===== src/rtl/pipe_ctrl_pkg.sv =====
// Shared definitions for the pipeline controller: FSM state encodings and
// the codebase-wide zero/enable constants.
package pipe_ctrl_pkg;

    localparam int unsigned XLEN     = 32;
    localparam int unsigned REG_AW   = 5;
    localparam int unsigned STATE_W  = 2;

    // FSM state encodings (legacy names kept for the rest of the core)
    localparam logic [STATE_W-1:0] PC_IDLE      = 2'd0;
    localparam logic [STATE_W-1:0] PC_DIV_START = 2'd1;
    localparam logic [STATE_W-1:0] PC_DIV_BUSY  = 2'd2;
    localparam logic [STATE_W-1:0] PC_FLUSH     = 2'd3;

    localparam logic [XLEN-1:0]   ZeroWord    = 32'h0000_0000;
    localparam logic [REG_AW-1:0] ZeroReg     = 5'd0;
    localparam logic              WriteEnable = 1'b1;

endpackage


===== src/rtl/pipe_ctrl_hazard_detect.sv =====
// Load-use hazard compare between the load in EX and the operands read in ID.
// Ports:
//   id_raddr1_i/id_raddr2_i : ID source register addresses
//   ex_reg_we_i, ex_reg_waddr_i, ex_is_load_i : EX destination info
//   load_use_c : combinational hazard flag
module pipe_ctrl_hazard_detect
    import pipe_ctrl_pkg::*;
(
    input  logic [REG_AW-1:0] id_raddr1_i,
    input  logic [REG_AW-1:0] id_raddr2_i,
    input  logic              ex_reg_we_i,
    input  logic [REG_AW-1:0] ex_reg_waddr_i,
    input  logic              ex_is_load_i,
    output logic              load_use_c
);

    // x0 never carries a dependency, so a load targeting it cannot stall
    always_comb begin
        load_use_c = ex_is_load_i
                  && (ex_reg_we_i == WriteEnable)
                  && (ex_reg_waddr_i != ZeroReg)
                  && ((ex_reg_waddr_i == id_raddr1_i) || (ex_reg_waddr_i == id_raddr2_i));
    end

endmodule


===== src/rtl/pipe_ctrl.sv =====
// Pipeline sequencer for IF, IF_ID, ID and ID_EX: load-use bubble insertion,
// MUL/DIV hold/start handshake with timeout, and jump redirect plus flushes.
// Ports:
//   clk, rst_n           : clock, synchronous active-high reset (1 = reset)
//   id_raddr1_i/2_i      : ID operand addresses
//   ex_reg_we_i, ex_reg_waddr_i, ex_is_load_i : EX writeback info
//   ex_jump_i, ex_jump_addr_i : EX redirect request and target
//   ex_div_req_i, div_done_i  : muldiv request from EX / completion pulse
//   hold_*_o, flush_*_o  : stage freeze / NOP-load controls
//   jump_flag_o, jump_addr_o  : PC redirect
//   div_start_o          : one-cycle muldiv start
//   div_err_o            : sticky muldiv timeout (registered)
//   state_o              : FSM state for debug
module pipe_ctrl
    import pipe_ctrl_pkg::*;
#(
    parameter int unsigned DIV_TIMEOUT = 64,
    parameter int unsigned FLUSH_EXTRA = 1
) (
    input  logic              clk,
    input  logic              rst_n,
    input  logic [REG_AW-1:0] id_raddr1_i,
    input  logic [REG_AW-1:0] id_raddr2_i,
    input  logic              ex_reg_we_i,
    input  logic [REG_AW-1:0] ex_reg_waddr_i,
    input  logic              ex_is_load_i,
    input  logic              ex_jump_i,
    input  logic [XLEN-1:0]   ex_jump_addr_i,
    input  logic              ex_div_req_i,
    input  logic              div_done_i,
    output logic              hold_pc_o,
    output logic              hold_if_id_o,
    output logic              hold_id_ex_o,
    output logic              flush_if_id_o,
    output logic              flush_id_ex_o,
    output logic              jump_flag_o,
    output logic [XLEN-1:0]   jump_addr_o,
    output logic              div_start_o,
    output logic              div_err_o,
    output logic [STATE_W-1:0] state_o
);

    localparam int unsigned DIV_CNT_W   = $clog2(DIV_TIMEOUT + 1);
    localparam int unsigned FLUSH_CNT_W = 2;

    localparam logic [DIV_CNT_W-1:0]   DivCntMax = DIV_CNT_W'(DIV_TIMEOUT);
    localparam logic [FLUSH_CNT_W-1:0] FlushLoad = FLUSH_CNT_W'(FLUSH_EXTRA);
    localparam bit                     FlushEn   = (FLUSH_EXTRA > 0);

    logic [STATE_W-1:0]     state, state_nxt;
    logic [DIV_CNT_W-1:0]   div_cnt, div_cnt_nxt;
    logic [FLUSH_CNT_W-1:0] flush_cnt, flush_cnt_nxt;
    logic                   div_err_nxt;
    logic                   load_use_c;

    pipe_ctrl_hazard_detect u_hazard_detect (
        .id_raddr1_i    (id_raddr1_i),
        .id_raddr2_i    (id_raddr2_i),
        .ex_reg_we_i    (ex_reg_we_i),
        .ex_reg_waddr_i (ex_reg_waddr_i),
        .ex_is_load_i   (ex_is_load_i),
        .load_use_c     (load_use_c)
    );

    assign state_o = state;

    // State and counter registers
    always_ff @(posedge clk) begin
        if (rst_n) begin
            state     <= PC_IDLE;
            div_cnt   <= '0;
            flush_cnt <= '0;
            div_err_o <= 1'b0;
        end else begin
            state     <= state_nxt;
            div_cnt   <= div_cnt_nxt;
            flush_cnt <= flush_cnt_nxt;
            div_err_o <= div_err_nxt;
        end
    end

    // Next-state and combinational stage controls
    always_comb begin
        state_nxt     = state;
        div_cnt_nxt   = div_cnt;
        flush_cnt_nxt = flush_cnt;
        div_err_nxt   = div_err_o;
        hold_pc_o     = 1'b0;
        hold_if_id_o  = 1'b0;
        hold_id_ex_o  = 1'b0;
        flush_if_id_o = 1'b0;
        flush_id_ex_o = 1'b0;
        jump_flag_o   = 1'b0;
        jump_addr_o   = ZeroWord;
        div_start_o   = 1'b0;

        case (state)
            PC_IDLE: begin
                // div beats jump beats load-use; div+jump together drops the jump
                if (ex_div_req_i) begin
                    hold_pc_o    = 1'b1;
                    hold_if_id_o = 1'b1;
                    hold_id_ex_o = 1'b1;
                    state_nxt    = PC_DIV_START;
                end else if (ex_jump_i) begin
                    jump_flag_o   = 1'b1;
                    jump_addr_o   = ex_jump_addr_i;
                    flush_if_id_o = 1'b1;
                    flush_id_ex_o = 1'b1;
                    if (FlushEn) begin
                        state_nxt     = PC_FLUSH;
                        flush_cnt_nxt = FlushLoad;
                    end
                end else if (load_use_c) begin
                    // bubble into EX; the bubble clears the hazard next cycle
                    hold_pc_o     = 1'b1;
                    hold_if_id_o  = 1'b1;
                    flush_id_ex_o = 1'b1;
                end
            end

            PC_DIV_START: begin
                hold_pc_o    = 1'b1;
                hold_if_id_o = 1'b1;
                hold_id_ex_o = 1'b1;
                div_start_o  = 1'b1;
                div_cnt_nxt  = '0;
                state_nxt    = PC_DIV_BUSY;
            end

            PC_DIV_BUSY: begin
                if (div_done_i) begin
                    // result lands this cycle, so release the pipe immediately
                    state_nxt = PC_IDLE;
                end else begin
                    hold_pc_o    = 1'b1;
                    hold_if_id_o = 1'b1;
                    hold_id_ex_o = 1'b1;
                    if (div_cnt != DivCntMax) begin
                        div_cnt_nxt = div_cnt + DIV_CNT_W'(1);
                    end
                    if (div_cnt_nxt == DivCntMax) begin
                        div_err_nxt = 1'b1;
                    end
                end
            end

            PC_FLUSH: begin
                // IF_ID keeps loading NOPs while the instruction ROM catches up
                flush_if_id_o = 1'b1;
                if (ex_jump_i) begin
                    jump_flag_o   = 1'b1;
                    jump_addr_o   = ex_jump_addr_i;
                    flush_id_ex_o = 1'b1;
                    flush_cnt_nxt = FlushLoad;
                end else if (flush_cnt <= FLUSH_CNT_W'(1)) begin
                    state_nxt     = PC_IDLE;
                    flush_cnt_nxt = '0;
                end else begin
                    flush_cnt_nxt = flush_cnt - FLUSH_CNT_W'(1);
                end
            end

            default: begin
                state_nxt = PC_IDLE;
            end
        endcase
    end

endmodule


===== config.mk =====
export PLATFORM = sky130hd
export DESIGN_NAME = pipe_ctrl
export DESIGN_NICKNAME = d
export VERILOG_FILES = /design/src/rtl/pipe_ctrl_pkg.sv /design/src/rtl/pipe_ctrl_hazard_detect.sv /design/src/rtl/pipe_ctrl.sv
export SDC_FILE = /design/constraint.sdc
export NUM_CORES = 1
export LEC_CHECK = 0
export ABC_CLOCK_PERIOD_IN_PS = 4200
export CAP_MARGIN = 25
export CELL_PAD_IN_SITES_DETAIL_PLACEMENT = 1
export CELL_PAD_IN_SITES_GLOBAL_PLACEMENT = 2
export CORE_MARGIN = 4
export CORE_UTILIZATION = 17
export CTS_CLUSTER_DIAMETER = 100
export CTS_CLUSTER_SIZE = 14
export DETAILED_ROUTE_END_ITERATION = 10
export GPL_ROUTABILITY_DRIVEN = 0
export PLACE_DENSITY_LB_ADDON = 0.08
export SYNTH_ARGS = -nofsm -noshare
export SYNTH_HDL_FRONTEND = slang
export SYNTH_SLANG_ARGS = --single-unit

===== constraint.sdc =====
create_clock -name clk -period 4.2 [get_ports clk]
set_clock_uncertainty 0.2 [all_clocks]
set_input_delay 0.63 -clock clk [delete_from_list [all_inputs] [get_ports clk]]
set_output_delay 0.63 -clock clk [all_outputs]
set_load 0.02 [all_outputs]

Yosys cells after proc, flatten, opt, wreduce, memory -nomap -nowiden
Cells that the tools add are included.
- reduce and logical (&&, ||, !) cells: 12
- eq/ne operators: 14
- multiplexer cells: 34
- bitwise operators: 1
- $add $sub $neg: 2
- order comparisons: 1
- operators by type and width (operator ; number):
    32-bit 2-to-1 mux ; 2
    32-bit case mux with 2 select lines ; 1
    7-bit 2-to-1 mux ; 4
    2-bit 2-to-1 mux ; 9
    7-bit case mux with 2 select lines ; 1
    2-bit inequality test, second input constant ; 6
    5-bit equality test ; 2
    1-bit 2-to-1 mux ; 10
    2-bit case mux with 4 select lines ; 1
    7-bit by 1-bit adder with 7-bit output, second input constant ; 1
    7-bit equality test, second input constant ; 1
    7-bit inequality test, second input constant ; 1
    1-bit case mux with 2 select lines ; 3
    1-bit case mux with 3 select lines ; 2
    3-bit AND reduction ; 2
    5-bit nonzero test ; 1
    2-bit equality test, second input constant ; 2
    2-bit case mux with 2 select lines ; 1
    4-bit AND reduction ; 1
    2-bit nonzero test ; 2
    1-bit logical AND ; 3
    3-bit inequality test, second input constant ; 1
    2-bit by 1-bit equality test with 1-bit output, second input constant ; 1
    2-bit by 1-bit less-or-equal comparator with 1-bit output, second input constant ; 1
    other kinds (5) ; 5
- flip-flop bits (word level): 12
- word-level logic and storage cells: 68

Logic depth before layout (Yosys ltp)
- depth after elaboration: 7
- mapped depth: 7
- gate-level depth less buffers: 6

Hierarchy
Synthesis repeated with hierarchy kept, for this count alone.
- cell total of the unflattened synthesis: 158
- area total of the unflattened synthesis: 1198.6 um^2
- by module, submodules not included (module ; seq. area each (um^2) ; times used ; area an instance (um^2) ; cells an instance):
    pipe_ctrl ; 240.2 ; 1 ; 1066.0 ; 141
    pipe_ctrl_hazard_detect ; 0.0 ; 1 ; 132.6 ; 17

Worst setup path before layout
OpenSTA, ideal clock, no wires.
- path kind: input to output
- from: input port ex_reg_waddr_i[2]
- to: output port hold_pc_o
- buffers on the path: 1
- path slack: 1403 ps
- stages: 5
- data arrival time: 1967 ps
- path through: xor2_1 > nor3_1 > a22oi_1 > o31ai_1 > buf_4
- longest elaborated chain between the ends: 7
- elaborated cells between the ends (all ways): 10
- those cells by class: 2 x eq/ne; 4 x mux; 4 x reduce/logical
- RTL lines (what ; line ; RTL):
    start: declaration ; pipe_ctrl.sv:25 ; input logic [REG_AW-1:0] ex_reg_waddr_i,
    5-bit equality test / 5-bit nonzero test (equally long branches) ; pipe_ctrl_hazard_detect.sv:22, pipe_ctrl_hazard_detect.sv:21 ;
    1-bit logical OR / 1-bit logical AND (equally long branches) ; pipe_ctrl_hazard_detect.sv:22, pipe_ctrl_hazard_detect.sv:21 ;
    1-bit logical AND * ; pipe_ctrl_hazard_detect.sv:22 ; && ((ex_reg_waddr_i == id_raddr1_i) || (ex_reg_waddr_i == id_raddr2_i));
    1-bit 2-to-1 mux * (3 in series) ; -- ;
    1-bit case mux with 3 select lines * ; -- ;
    end: declaration ; pipe_ctrl.sv:31 ; output logic hold_pc_o,
Mark *: on every way between the ends. The rest lies on a longest branch, timed or not.

Final worst setup path
- from: input port ex_jump_i
- to: output port jump_addr_o[25]
- longest elaborated chain between the ends: 3
- RTL lines (what ; line ; RTL):
    start: declaration ; pipe_ctrl.sv:27 ; input logic ex_jump_i,
    32-bit 2-to-1 mux * ; pipe_ctrl.sv:105, pipe_ctrl.sv:151 ;
    32-bit 2-to-1 mux ; pipe_ctrl.sv:100 ; if (ex_div_req_i) begin
    32-bit case mux with 2 select lines * ; pipe_ctrl.sv:97 ; case (state)
    end: declaration ; pipe_ctrl.sv:37 ; output logic [XLEN-1:0] jump_addr_o,
Marked as above.

==> reports/qor.yml <==
setup_path:
  start_kind: "primary input"
  crit_buf_inv: 4
  regToRegEndpoint: "div_err_o"
  crit_top_cell: "clkdlybuf4s50_1"
  timing.critical_path.required_ns: 3.37
  crit_slowest_cell: "clkdlybuf4s50_1"
  arrival_ns: 2.68
  reg2reg_depth: 7
  critical_path.reg2reg.startpoint: "state_o[0]"
  max_stage_delay_ns: 0.64
  worstSetupPathType: "primary input to output port"
  crit_family: "buffers and inverters"
  crit_path_end_kind: "output port"
  path_cells: "clkdlybuf4s50_1 > nor2b_1 > o21ai_0 > inv_1 > buf_4 > and2_1 > clkdlybuf4s50_1"
  cp_max_fo: 33
  cp.depth: 7
  rrSetupSlack_ns: 2.30
synthesis:
  ys_seq_elements: 12
  ys_async_sr_fraction: 0
  synthSimpleGateAreaFrac: 0.375
  synth_compound_area_frac: 0.204
  synth_ff_type: "dfxtp_1"
  synth_top_area_cell: "dfxtp_1"
  seq_area_frac_synth: 0.204
  synth_top_family_by_area: "simple AND/OR/NAND/NOR gates"
  syn_nets: 220
  synth.top_cell.area_share: 0.204
  synth_area_leaders: "dfxtp_1 20%, and2_1 18%, xor2_1 8.9%"
  synth_area_mm2: 0.00118
  synth-xor-area-share: 0.0967
  synth_adder_area_share: 0.0638
  syn_inst: 160
  synth_edf_count: 0
  synth_mux_area_frac: 0.00850
  yosys_warnings: 0
  avgSynthCellArea_um2: 7.36
  synth_cell_types: 38
die:
  ios: 96
  core_region_area_mm2: 0.00676
  fp.dieArea_mm2: 0.00832
  initial_utilization: 0.174
  rows: 30
  die_w_um: 91.2
  dieHeight_um: 91.2
detailed_routing:
  met1Wirelength_mm: 2.21
  dr.first_iter.drc_count: 37
  wl_mm: 5.02
  avgRoutedWirePerCell_um: 15.0
  routed_via_density: 4.40
  vias: 1473
  dr_wl_met3_um: 374
  first_pass_iters: 3
  routed-wl-met2_mm: 2.38
  ant_nets: 0
  drcViolationCount: 0
  top_layer_used: "met4"
power_and_ir_drop:
  p_seq_frac: 0.184
  power_frac_clock: 0.183
  power.share.switching: 0.405
  internal_power_mw: 0.430
  peakVddDrop_mv: 0.201
  power.share.combinational: 0.633
  leakagePower_nw: 0.866
  p_sw_mw: 0.292
  pwr_density_cell_mw_per_mm2: 318
clocking:
  clk_path_buf_depth: 2
  ctsResizeCount: 0
  cts_hold_buf: 0
  cts_root_buf: "clkbuf_8"
  clock_latency_ns: 0.25
  cts_inserted_buffers: 3
  post_cts_buffers: 0
  tritoncts: "yes"
  htreeDepth: 1
  clk_pin_slew_worst_paths_ns: 0.05
  cts_sinks: 12
grt:
  grt_pass1_vias: 1613
  antenna_found_initial: 0
  grt_max_degree: 34
  grt-ovfl-total: 0
  grt_pass1_wl_mm: 8.11
  grt_use_total: 0.120
hold_path:
  min_to: "div_err_o"
  hp-class: "register to register"
  holdCritStartpoint: "div_err_o"
  hold_path_depth: 2
status:
  status: "complete, no violations"
job:
  max-cap-violations: 0
layout:
  fin_cells: 335
  syn2layout_area_growth_pct: 93.0
  n_antenna_cell: 0
  filler_cell_count: 800
  regArea_um2: 240
  multi_input_area_um2: 881
  drive_gt1_frac: 0.0353
  nNetsFinal: 316
  final_util: 0.336
sta:
  setup_tns_ns: 0
  drv_slew: 0
  hold_violations: 0
  worstMarginPinSlew_ns: 0.557
  finalCritPeriodShare: 0.836
  max_freq_mhz: 285
  slew_headroom: 0.627
  layout_setup_ws_ns: 0.690
  setup_viol: 0
  hold_ws_ns: 0.265
  period_needed_ns: 3.51
  rsz0062_at_grt: "false"
placement:
  portBuffers: 95
  hpwlAfterDp_mm: 4.25
  pre_cts_ws_ns: 0.660
  dp_cells: 331
[layer usage]
layer	global-route usage	vias up
met1	0.147	688
met4	0.0302	0
li1	-	739
met3	0.0381	5
met5	0	-
met2	0.203	41
[tightest hold or removal path, stage by stage, from the launching register on]
cell and delay [ns]:
dfxtp_1 0.30, inv_1 0.06, o32ai_2 0.05
[kinds of logic (layout without fill, tap and decap cells)]
family                     after synthesis  after routing
muxes                                    1              1
adders and majority gates                6              6
and+or+nand+nor                         78             78
AOI/OAI and AO/OA                       36             36
buffers and inverters                   14            109
xor gates and xnor gates                13             13
DFF                                     12             12
[how the worst max path moves through the flow]
stage,startpoint,endpoint,slack [ns]
global route,ex_jump_i,jump_addr_o[24],0.52
floorplan,ex_reg_waddr_i[2],hold_pc_o,1.40
CTS,ex_jump_i,jump_addr_o[25],0.66
detailed placement,ex_jump_i,jump_addr_o[25],0.66
global placement,ex_jump_i,jump_addr_o[25],0.65
finish,ex_jump_i,jump_addr_o[25],0.69
[sequential cells by signal, summed over array words and instances, names as in the netlist]
signal / cells
div_cnt: 7
div_err_o: 1
flush_cnt: 2
state_o: 2
[cell usage in the layout, fill, tap and decap left out, types with 2 or more instances in the layout]
cell type,n
nand2b_1,3
xor2_1,12
and2_1,33
nand2_1,8
a211oi_1,4
a22oi_1,2
inv_1,8
dfxtp_1,12
clkdlybuf4s50_1,95
a21o_1,2
nor2b_1,3
nand3_1,3
nor3_1,4
clkbuf_8,4
o21ai_0,8
ha_1,6
buf_4,2
nor2_1,14
a21oi_1,9
or3_1,2
o211ai_1,3
[synth_stat cells, types with 2 or more instances]
cell type  instances
ha_1               6
nand2b_1           3
a211oi_1           4
clkbuf_1           5
nand2_1            8
o21ai_0            8
or3_1              2
a21oi_1            9
nor2b_1            3
a22oi_1            2
xor2_1            12
and2_1            33
dfxtp_1           12
inv_1              8
nor3_1             4
a21o_1             2
nand3_1            3
o211ai_1           3
nor2_1            14
[power groups by stage]
stage / logic (mW) / clock network (mW) / registers (mW)
finish: 0.457 / 0.132 / 0.133
global route: 0.501 / 0.144 / 0.135
CTS: 0.467 / 0.139 / 0.134
detailed placement: 0.464 / 0 / 0.135
global placement: 0.468 / 0 / 0.136
floorplan: 0.232 / 0 / 0.140
[metrics by stage]
step	area, µm²	power [mW]
after detailed placement	2220	0.600
after global routing	2270	0.780
final	2270	0.723
after CTS	2270	0.739
after global placement	2220	0.604
after floorplan	1180	0.372
[final cells by class]
| type | instances | share of cell area |
|---|---|---|
| Timing Repair Buffer | 97 | 0.425 |
| Multi-Input combinational cell | 134 | 0.388 |
| Sequential cell | 12 | 0.106 |
| Tap cell | 80 | 0.0441 |
| Clock buffer | 4 | 0.0242 |
| Inverter | 8 | 0.0132 |
Note: power is estimated with default switching activity, not from simulation.
